==> src/rtl/temporal_pkg.sv <==
// Shared types and constants for the temporal less-than-or-equal comparator array.
// Holds the per-channel FSM state encoding and the mode select values.
package temporal_pkg;

  typedef enum logic [1:0] {
    WAIT  = 2'd0,
    PASS  = 2'd1,
    BLOCK = 2'd2
  } chan_state_t;

  localparam logic MODE_LTE = 1'b0;
  localparam logic MODE_LT  = 1'b1;

  // A same-cycle a/b tie lets a through only in less-than-or-equal mode.
  function automatic logic tie_passes(input logic mode);
    return (mode == MODE_LTE);
  endfunction

endpackage

==> src/rtl/temporal_lte_chan.sv <==
// One comparator channel: edge detection on a/b, first-arrival FSM and a
// fixed-length output pulse started when a wins the race within a gamma cycle.
module temporal_lte_chan
  import temporal_pkg::*;
#(
  parameter int PULSE_WIDTH = 8
) (
  input  logic aclk,
  input  logic grst,
  input  logic gamma_start,
  input  logic mode,
  input  logic a,
  input  logic b,
  output logic q
);

  localparam logic [7:0] PW_LOAD = 8'(PULSE_WIDTH);

  chan_state_t state_reg, state_next, state_cur;
  logic        prev_a_reg, prev_b_reg;
  logic [7:0]  cnt_reg, cnt_next;
  logic        q_reg, q_next;
  logic        rise_a, rise_b;

  always_ff @(posedge aclk or posedge grst) begin
    if (grst) begin
      state_reg  <= WAIT;
      prev_a_reg <= 1'b0;
      prev_b_reg <= 1'b0;
      cnt_reg    <= 8'd0;
      q_reg      <= 1'b0;
    end else begin
      state_reg  <= state_next;
      prev_a_reg <= a;
      prev_b_reg <= b;
      cnt_reg    <= cnt_next;
      q_reg      <= q_next;
    end
  end

  always_comb begin
    rise_a     = a & ~prev_a_reg;
    rise_b     = b & ~prev_b_reg;
    // gamma_start restarts the race this very cycle, so edges now are time 0.
    state_cur  = gamma_start ? WAIT : state_reg;
    state_next = state_cur;
    if (gamma_start)
      cnt_next = 8'd0;
    else if (cnt_reg != 8'd0)
      cnt_next = cnt_reg - 8'd1;
    else
      cnt_next = 8'd0;

    if (state_cur == WAIT) begin
      if (rise_a && (!rise_b || tie_passes(mode))) begin
        state_next = PASS;
        cnt_next   = PW_LOAD;
      end else if (rise_b) begin
        state_next = BLOCK;
      end
    end
    q_next = (cnt_next != 8'd0);
  end

  assign q = q_reg;

endmodule

==> src/rtl/temporal_lte_array.sv <==
// Array of independent temporal comparator channels sharing a gamma-cycle
// strobe, plus the saturating gamma-cycle time counter.
module temporal_lte_array
  import temporal_pkg::*;
#(
  parameter int N_CH              = 4,
  parameter int GAMMA_CYCLE_WIDTH = 16,
  parameter int PULSE_WIDTH       = 8
) (
  input  logic                         aclk,
  input  logic                         grst,
  input  logic                         gamma_start,
  input  logic                         mode,
  input  logic [N_CH-1:0]              a,
  input  logic [N_CH-1:0]              b,
  output logic [N_CH-1:0]              q,
  output logic [GAMMA_CYCLE_WIDTH-1:0] gamma_cnt
);

  logic [GAMMA_CYCLE_WIDTH-1:0] gamma_cnt_reg, gamma_cnt_next;

  always_ff @(posedge aclk or posedge grst) begin
    if (grst)
      gamma_cnt_reg <= '0;
    else
      gamma_cnt_reg <= gamma_cnt_next;
  end

  always_comb begin
    if (gamma_start)
      gamma_cnt_next = '0;
    else if (&gamma_cnt_reg)
      gamma_cnt_next = gamma_cnt_reg;
    else
      gamma_cnt_next = gamma_cnt_reg + GAMMA_CYCLE_WIDTH'(1);
  end

  assign gamma_cnt = gamma_cnt_reg;

  genvar gi;
  generate
    for (gi = 0; gi < N_CH; gi++) begin : g_chan
      temporal_lte_chan #(
        .PULSE_WIDTH(PULSE_WIDTH)
      ) u_chan (
        .aclk       (aclk),
        .grst       (grst),
        .gamma_start(gamma_start),
        .mode       (mode),
        .a          (a[gi]),
        .b          (b[gi]),
        .q          (q[gi])
      );
    end
  endgenerate

endmodule

==> config.mk <==
export PLATFORM = sky130hd
export DESIGN_NAME = temporal_lte_array
export DESIGN_NICKNAME = d
export VERILOG_FILES = /design/src/rtl/temporal_pkg.sv /design/src/rtl/temporal_lte_chan.sv /design/src/rtl/temporal_lte_array.sv
export SDC_FILE = /design/constraint.sdc
export NUM_CORES = 1
export LEC_CHECK = 0
export ABC_AREA = 1
export CAP_MARGIN = 10
export CORE_MARGIN = 3
export CORE_UTILIZATION = 25
export CTS_CLUSTER_SIZE = 24
export DETAILED_ROUTE_END_ITERATION = 10
export PLACE_DENSITY = 0.42
export SETUP_SLACK_MARGIN = 0.05
export SLEW_MARGIN = 15
export SYNTH_ARGS = -nofsm -noshare
export SYNTH_HDL_FRONTEND = slang
export SYNTH_SLANG_ARGS = --single-unit
export TNS_END_PERCENT = 10
==> constraint.sdc <==
create_clock -name aclk -period 3.5 [get_ports aclk]
set_input_delay 0.35 -clock aclk [delete_from_list [all_inputs] [get_ports aclk]]
set_output_delay 0.35 -clock aclk [all_outputs]
set_load 0.05 [all_outputs]
==> flow_metrics.py, run 1 <==
metrics = {
    "critical_path": {
        "cp_cell_sequence": "clkdlybuf4s50_1",
        "critical-path-slowest-cell": "clkdlybuf4s50_1",
        "crit_family": "buffers and inverters",
        "crit_fanout": 6,
        "path_class": "register to primary output",
        "max_stage_delay_ns": 0.86,
        "worstPathArrival_ns": 1.62,
        "reg2reg_from": "gamma_cnt[0]$_DFFE_PP0P_",
        "required_ns": 3.15,
        "cp-end-kind": "primary output",
        "path_buf_inv": 1,
        "reg2reg_slack_ns": 1.82,
        "crit_start": "gamma_cnt[6]$_DFFE_PP0P_",
        "start_kind": "register",
    },
    "floorplanning": {
        "core-area_sq_mm": 0.0146,
        "die_area_sq_mm": 0.0166,
        "rows": 44,
        "die_h_um": 129,
        "die_w_um": 129,
        "pin_count": 32,
        "initial_core_util_pct": 25.7,
    },
    "pwr": {
        "vdd_drop_max_mv": 0.218,
        "p_per_area_mw_per_mm2": 759,
        "fin_total_pwr_mw": 3.44,
        "power.leakage_nw": 2.27,
    },
    "timing": {
        "finalCritPeriodShare_pct": 56.3,
        "period_needed_ns": 1.97,
        "hold_viol": 0,
        "setup_viol": 0,
        "rsz0062_at_grt": "false",
        "tns_ns": 0,
        "slew_headroom_pct": 53.1,
        "drv_slew": 0,
        "fin_ws_ns": 1.53,
        "clock_skew_ns": 0.00837,
        "worst_pin_slew_ns": 0.702,
        "fmax_mhz": 508,
    },
    "drt": {
        "final_antenna_net_count": 0,
        "viasPerCell": 4.31,
        "firstDrtPassIters": 4,
        "vias": 3023,
        "wl_per_cell_um": 11.8,
        "drt-total-wl_um": 8260,
        "drt_iter0_drc": 198,
        "drcViolationCount": 0,
    },
    "global_route": {
        "grt_max_degree": 39,
        "grt_pass1_vias": 2968,
        "grtUsageTotal_pct": 10.8,
        "grt_pass1_wl_um": 14300,
        "overflow": 0,
        "antenna_found_initial": 0,
    },
    "cts": {
        "cts_buffer_depth": 2,
        "hold_buffers": 0,
        "clk_pin_slew_worst_paths_ns": 0.06,
        "cts_tree": "built",
        "h-tree-depth": 3,
        "clock_latency_ns": 0.33,
        "cts_buffers": 9,
        "postCtsSetupBuffers": 0,
        "cts_resized": 0,
        "cts_root_buf": "clkbuf_16",
        "cts.sinks": 68,
    },
    "worst_hold_path": {
        "hold_path.class": "register to register",
        "min_from": "g_chan[3].u_chan.cnt_reg[0]$_DFF_PP0_",
    },
    "synth": {
        "ys_warn_count": 0,
        "yosysTopAreaCell": "dfrtp_1",
        "synth_area_leaders": "dfrtp_1 45%, nand2_1 12%, nor2_1 7.8%",
        "yosys.area.top_type_share_pct": 45.2,
        "syn_area_sq_mm": 0.00377,
        "ys_seq_area_share_pct": 45.2,
        "synthCells": 478,
        "syn_area_per_cell_sq_um": 7.88,
        "ys_types": 31,
        "synth_seq_cells": 68,
        "synth_nets": 499,
    },
    "cells_and_area": {
        "final_cell_mix": "118 x nand2_1, 78 x nor2_1, 68 x dfrtp_1",
        "synthToLayoutAreaGrowth_pct": 20.4,
        "largest_reg_flops": 32,
        "multiInputGateArea_sq_mm": 0.00175,
        "drive_gt1_share_pct": 10.6,
        "diodes": 0,
        "fin_nets": 535,
        "final_common_cell": "nand2_1",
        "ff_latch_area_sq_mm": 0.00170,
        "fillCellCount": 1548,
    },
    "placed_design": {
        "io_buffers": 31,
        "post-place-ws_ns": 1.45,
        "place_congestion": 0.779,
        "dp_hpwl_um": 6180,
    },
    "status": {
        "status": "finished clean",
    },
    "run": {
        "cap_violations": 0,
    },
}
synth_stat cells, drive strengths merged:
| library cell | instances |
|---|---|
| or2 | 2 |
| buf | 8 |
| o21bai | 4 |
| nand3 | 40 |
| o31ai | 2 |
| nand2 | 130 |
| ha | 9 |
| xnor2 | 3 |
| a31oi | 4 |
| nor3 | 7 |
| a21oi | 4 |
| dfrtp | 68 |
| o21ai | 12 |
| inv | 64 |
| nor2 | 90 |
| nand4 | 21 |
| xor2 | 10 |
area by class of cell:
cell class | count | area share, %
Sequential cell | 68 | 37.5
Inverter | 64 | 5.41
Timing Repair Buffer | 33 | 7.45
Multi-Input combinational cell | 338 | 38.6
Clock inverter | 2 | 0.221
Tap cell | 184 | 5.08
Clock buffer | 13 | 5.74
per-layer routing:
layer | wire [um] | track usage, % | part of all wire [%] | up-vias
met5 | 0 | 0 | 0 | -
met4 | 177 | 4.14 | 2.1 | 0
met3 | 377 | 2.95 | 4.6 | 15
met2 | 3750 | 17.0 | 45 | 51
met1 | 3960 | 14.2 | 48 | 1372
li1 | - | - | - | 1585
stage by stage:
| stage | hold slack (ns) | area (sq um) | utilization (%) | std cells |
|---|---|---|---|---|
| after CTS | 0.444 | 4540 | 31.0 | 702 |
| final | 0.444 | 4540 | 31.0 | 702 |
| after floorplan | 0.381 | 3770 | - | 478 |
| after detailed placement | 0.437 | 4270 | 29.1 | 687 |
| after global routing | 0.453 | 4540 | 31.0 | 702 |
| after global placement | 0.440 | 4270 | 29.1 | 687 |
final timing paths:
check	endpoint	cells past startpoint
setup / recovery	gamma_cnt[6]	1
hold / removal	g_chan[3].u_chan.cnt_reg[0]$_DFF_PP0_	1
setup reg to reg	gamma_cnt[0]$_DFFE_PP0P_	8
hold reg to reg	g_chan[3].u_chan.cnt_reg[0]$_DFF_PP0_	1
max in group asynchronous	g_chan[2].u_chan.cnt_reg[5]$_DFF_PP0_	3
min in group asynchronous	gamma_cnt[9]$_DFFE_PP0P_	2
logic make-up (layout without fill, tap and decap cells):
| kind of cell | Yosys count | after routing | share of synthesized area (%) |
|---|---|---|---|
| AOI/OAI and AO/OA | 26 | 26 | 4.29 |
| xor gates and xnor gates | 13 | 13 | 3.02 |
| adders and majority gates | 9 | 9 | 2.99 |
| buffers and inverters | 72 | 112 | 8.34 |
| DFF | 68 | 68 | 45.2 |
| and+or+nand+nor | 290 | 290 | 36.2 |
power by group:
group	switching [mW]	internal [mW]	total [mW]
logic	0.934	0.535	1.47
registers	0.157	0.984	1.14
clock network	0.319	0.512	0.831
total	1.41	2.03	3.44
Power figures use the tool's default switching activity.
==> run 2, diff against run 1 <==
PLACE_DENSITY = 0.43   (was 0.42)
clock period = 1.77 ns   (was 3.5 ns; I/O delays follow)
==> flow_metrics.py, run 2 (synthesized netlist as in run 1, its figures left out) <==
metrics = {
    "status": {
        "status": "finished clean",
    },
    "timing": {
        "holdWs_ns": 0.193,
        "slew_headroom_pct": 66.2,
        "clock_skew_ns": 0.00694,
        "worst_pin_slew_ns": 0.505,
        "setup_viol": 0,
        "rsz0062_at_grt": "false",
        "finalCritPeriodShare_pct": 94.9,
        "period_needed_ns": 1.68,
        "hold_viol": 0,
        "drv_slew": 0,
        "fmax_mhz": 596,
        "fin_ws_ns": 0.0908,
        "tns_ns": 0,
    },
    "cells_and_area": {
        "fillCellCount": 1585,
        "ff_latch_area_sq_mm": 0.00170,
        "largest_reg_flops": 32,
        "post-route-util_pct": 31.4,
        "design_area_sq_mm": 0.00460,
        "diodes": 0,
        "drive_gt1_share_pct": 15.1,
        "final_common_cell": "nand2_1",
        "fin_nets": 545,
        "multiInputGateArea_sq_mm": 0.00175,
        "synthToLayoutAreaGrowth_pct": 22.1,
        "final_cells": 713,
        "final_cell_mix": "118 x nand2_1, 78 x nor2_1, 68 x dfrtp_1",
    },
    "critical_path": {
        "cp-end-kind": "primary output",
        "start_kind": "register",
        "worstPathArrival_ns": 1.50,
        "critical-path-slowest-cell": "clkdlybuf4s50_1",
        "required_ns": 1.59,
        "cp_cell_sequence": "clkdlybuf4s50_1",
        "reg2reg_slack_ns": 0.28,
        "crit_fanout": 1,
        "worstRegToRegCells": 8,
        "path_buf_inv": 1,
        "reg2reg_from": "gamma_cnt[1]$_DFFE_PP0P_",
        "max_stage_delay_ns": 0.81,
        "worstReg2RegEnd": "gamma_cnt[11]$_DFFE_PP0P_",
        "crit_family": "buffers and inverters",
        "path_class": "register to primary output",
        "crit_start": "g_chan[2].u_chan.q$_DFF_PP0_",
    },
    "placed_design": {
        "io_buffers": 31,
        "dpl_cell_area_sq_mm": 0.00433,
        "post-place-ws_ns": 0.0562,
        "dp_hpwl_um": 6420,
        "dp_cells": 697,
        "place_congestion": 0.802,
    },
    "cts": {
        "hold_buffers": 0,
        "clock_latency_ns": 0.34,
        "cts_root_buf": "clkbuf_16",
        "cts_buffers": 9,
        "h-tree-depth": 3,
        "cts_buffer_depth": 2,
        "cts.sinks": 68,
        "clk_pin_slew_worst_paths_ns": 0.06,
        "postCtsSetupBuffers": 0,
        "cts_tree": "built",
    },
    "global_route": {
        "grtUsageTotal_pct": 11.2,
        "grt.met2_usage_pct": 17.1,
        "grt.met1_usage_pct": 14.8,
        "grt_pass1_wl_um": 14600,
        "busiest_layer": "met2",
        "grt_max_degree": 33,
        "overflow": 0,
        "grt_pass1_vias": 3031,
        "antenna_found_initial": 0,
        "gr-usage-met3_pct": 2.99,
    },
    "drt": {
        "drcViolationCount": 0,
        "drt_iter0_drc": 257,
        "drt-total-wl_um": 8470,
        "final_antenna_net_count": 0,
        "firstDrtPassIters": 4,
        "viasPerCell": 4.32,
        "vias": 3077,
        "wl_per_cell_um": 11.9,
    },
    "floorplanning": {
        "die_w_um": 129,
        "rows": 44,
        "initial_core_util_pct": 25.7,
        "core-area_sq_mm": 0.0146,
        "die_area_sq_mm": 0.0166,
        "pin_count": 32,
        "die_h_um": 129,
    },
    "pwr": {
        "fin_total_pwr_mw": 6.90,
        "vdd_drop_max_mv": 0.566,
        "power.leakage_nw": 2.36,
        "p_per_area_mw_per_mm2": 1500,
    },
    "run": {
        "cap_violations": 0,
    },
    "worst_hold_path": {
        "hold_path.class": "input pin to asynchronous set/reset pin",
    },
}
==> run 2: worst max-delay path by stage <==
| stage | depth (start not counted) | endpoint |
|---|---|---|
| floorplan | 8 | gamma_cnt[0]$_DFFE_PP0P_ |
| global placement | 8 | g_chan[2].u_chan.q$_DFF_PP0_ |
| detailed placement | 8 | g_chan[2].u_chan.q$_DFF_PP0_ |
| CTS | 1 | q[2] |
| global route | 1 | q[2] |
| finish | 1 | q[2] |
==> run 2: final cells by class <==
type	count	area share (%)
clock inverters	6	0.871
well taps	184	5.01
clock buffers	10	5.20
repair buffers	43	8.46
inverters	64	5.41
flip-flops and latches	68	37.0
multi-input cells	338	38.1
==> run 2: power breakdown <==
group          switching [mW]  leakage (nW)  internal (mW)
registers               0.324         0.879           1.94
clock network           0.702         0.138          0.982
logic                    1.86          1.34           1.09
==> run 2: repair_timing <==
action | 4_1_cts | 5_1_grt
endpoints found under the hold margin | 0 | 0
endpoints found under the setup margin | 5 | 0
gates resized for setup | 5 | 0
==> run 2: metal layers <==
metal  routed length, um  up-vias
met4                 182        0
met1                4170     1404
li1                    -     1613
met5                   0        -
met2                3840       46
met3                 286       14
==> run 3, diff against run 2 <==
MAX_ROUTING_LAYER = met4   (was default)
==> flow_metrics.py, run 3 (synthesized netlist as in run 1, its figures left out) <==
metrics = {
    "pwr": {
        "clockPowerShare_pct": 24.4,
        "p_per_area_mw_per_mm2": 1500,
        "p_int_mw": 4.02,
        "fin_total_pwr_mw": 6.90,
        "vdd_drop_max_mv": 0.567,
        "power.leakage_nw": 2.36,
        "p_comb_share_pct": 42.7,
        "pwr-share-seq_pct": 32.9,
        "p_sw_mw": 2.88,
        "p_sw_share_pct": 41.8,
    },
    "floorplanning": {
        "die_w_um": 129,
        "rows": 44,
        "pin_count": 32,
        "die_area_sq_mm": 0.0166,
        "core-area_sq_mm": 0.0146,
        "initial_core_util_pct": 25.7,
        "die_h_um": 129,
    },
    "critical_path": {
        "start_kind": "register",
        "cp.depth": 1,
        "crit_fanout": 1,
        "crit_family": "buffers and inverters",
        "path_buf_inv": 1,
        "cp_cell_sequence": "clkdlybuf4s50_1",
        "cp-end-kind": "primary output",
        "max_stage_delay_ns": 0.81,
        "critical-path-slowest-cell": "clkdlybuf4s50_1",
        "path_class": "register to primary output",
        "worstRegToRegCells": 8,
        "worstPathArrival_ns": 1.50,
        "required_ns": 1.59,
    },
    "cts": {
        "h-tree-depth": 3,
        "clock_latency_ns": 0.34,
        "cts.sinks": 68,
        "cts_root_buf": "clkbuf_16",
        "postCtsSetupBuffers": 0,
        "cts_buffers": 9,
        "clk_pin_slew_worst_paths_ns": 0.06,
        "cts_tree": "built",
        "cts_buffer_depth": 2,
    },
    "cells_and_area": {
        "diodes": 0,
        "fin_nets": 545,
        "post-route-util_pct": 31.4,
        "drive_gt1_share_pct": 15.1,
        "final_common_cell": "nand2_1",
        "largest_reg_flops": 32,
        "synthToLayoutAreaGrowth_pct": 22.1,
        "final_cell_mix": "118 x nand2_1, 78 x nor2_1, 68 x dfrtp_1",
    },
    "global_route": {
        "overflow": 0,
        "grtUsageTotal_pct": 11.6,
        "grt_max_degree": 33,
        "antenna_found_initial": 0,
        "grt_pass1_wl_um": 14600,
        "grt_pass1_vias": 3024,
    },
    "status": {
        "status": "finished clean",
    },
    "drt": {
        "wl_per_cell_um": 11.9,
        "vias": 3085,
        "final_antenna_net_count": 0,
        "drcViolationCount": 0,
        "firstDrtPassIters": 4,
        "drt-total-wl_um": 8480,
        "drt_iter0_drc": 262,
        "viasPerCell": 4.33,
    },
    "timing": {
        "drv_slew": 0,
        "finalCritPeriodShare_pct": 95.0,
        "period_needed_ns": 1.68,
        "fmax_mhz": 595,
        "holdWs_ns": 0.193,
        "worst_pin_slew_ns": 0.505,
        "slew_headroom_pct": 66.2,
        "hold_viol": 0,
        "setup_viol": 0,
        "clock_skew_ns": 0.00846,
        "rsz0062_at_grt": "false",
        "tns_ns": 0,
    },
    "run": {
        "cap_violations": 0,
    },
    "worst_hold_path": {
        "hold_path.class": "input pin to asynchronous set/reset pin",
    },
    "placed_design": {
        "dp_hpwl_um": 6420,
        "place_congestion": 0.813,
        "io_buffers": 31,
    },
}
## run 3: cell counts in the layout (fill, tap and decap cells not counted)
No cell type changed its count.
## run 3: layout make-up
cell class                      instances  area, sq um
Tap cell                              184          230
Fill cell                            1585        10000
Multi-Input combinational cell        338         1750
Clock inverter                          6         40.0
Inverter                               64          249
Timing Repair Buffer                   43          389
Clock buffer                           10          239
Sequential cell                        68         1700
## run 3: final timing paths
kind | endpoint | startpoint | slack (ns)
worst min-delay path | g_chan[0].u_chan.q$_DFF_PP0_ | grst | 0.19
worst max-delay path | q[2] | g_chan[2].u_chan.q$_DFF_PP0_ | 0.09
max in group asynchronous | g_chan[3].u_chan.cnt_reg[2]$_DFF_PP0_ | grst | 1.08
worst min register to register | g_chan[1].u_chan.cnt_reg[0]$_DFF_PP0_ | g_chan[1].u_chan.cnt_reg[0]$_DFF_PP0_ | 0.44
min in group aclk | g_chan[0].u_chan.prev_a_reg$_DFF_PP0_ | a[0] | 0.31
worst max register to register | gamma_cnt[11]$_DFFE_PP0P_ | gamma_cnt[1]$_DFFE_PP0P_ | 0.28
## run 3: power groups by stage
stage                     clock (mW)  combinational, mW  sequential [mW]
after floorplan                    0               2.38             2.22
after global placement             0               2.99             2.30
after detailed placement           0               2.98             2.29
after CTS                       1.76               2.98             2.28
after global routing            1.81               3.47             2.33
final                           1.68               2.95             2.27
## run 3: routing by layer
layer	track usage, %	vias to the layer above	wire (um)
li1	-	1613	-
met1	14.8	1411	4200
met2	17.1	47	3850
met3	2.99	14	259
met4	5.37	0	165
met5	-	-	0
## run 3: what timing repair did
action,in CTS,in global routing
resized for setup,5,0
setup endpoints to repair,5,0
hold buffers,0,0
## run 3: through the flow
stage,instance area [sq um],setup WS (ns),std cells
after floorplan,3770,0.00287,478
after global placement,4330,0.0736,697
after detailed placement,4330,0.0562,697
after CTS,4600,0.0660,713
after global routing,4600,0.0525,713
final,4600,0.0892,713
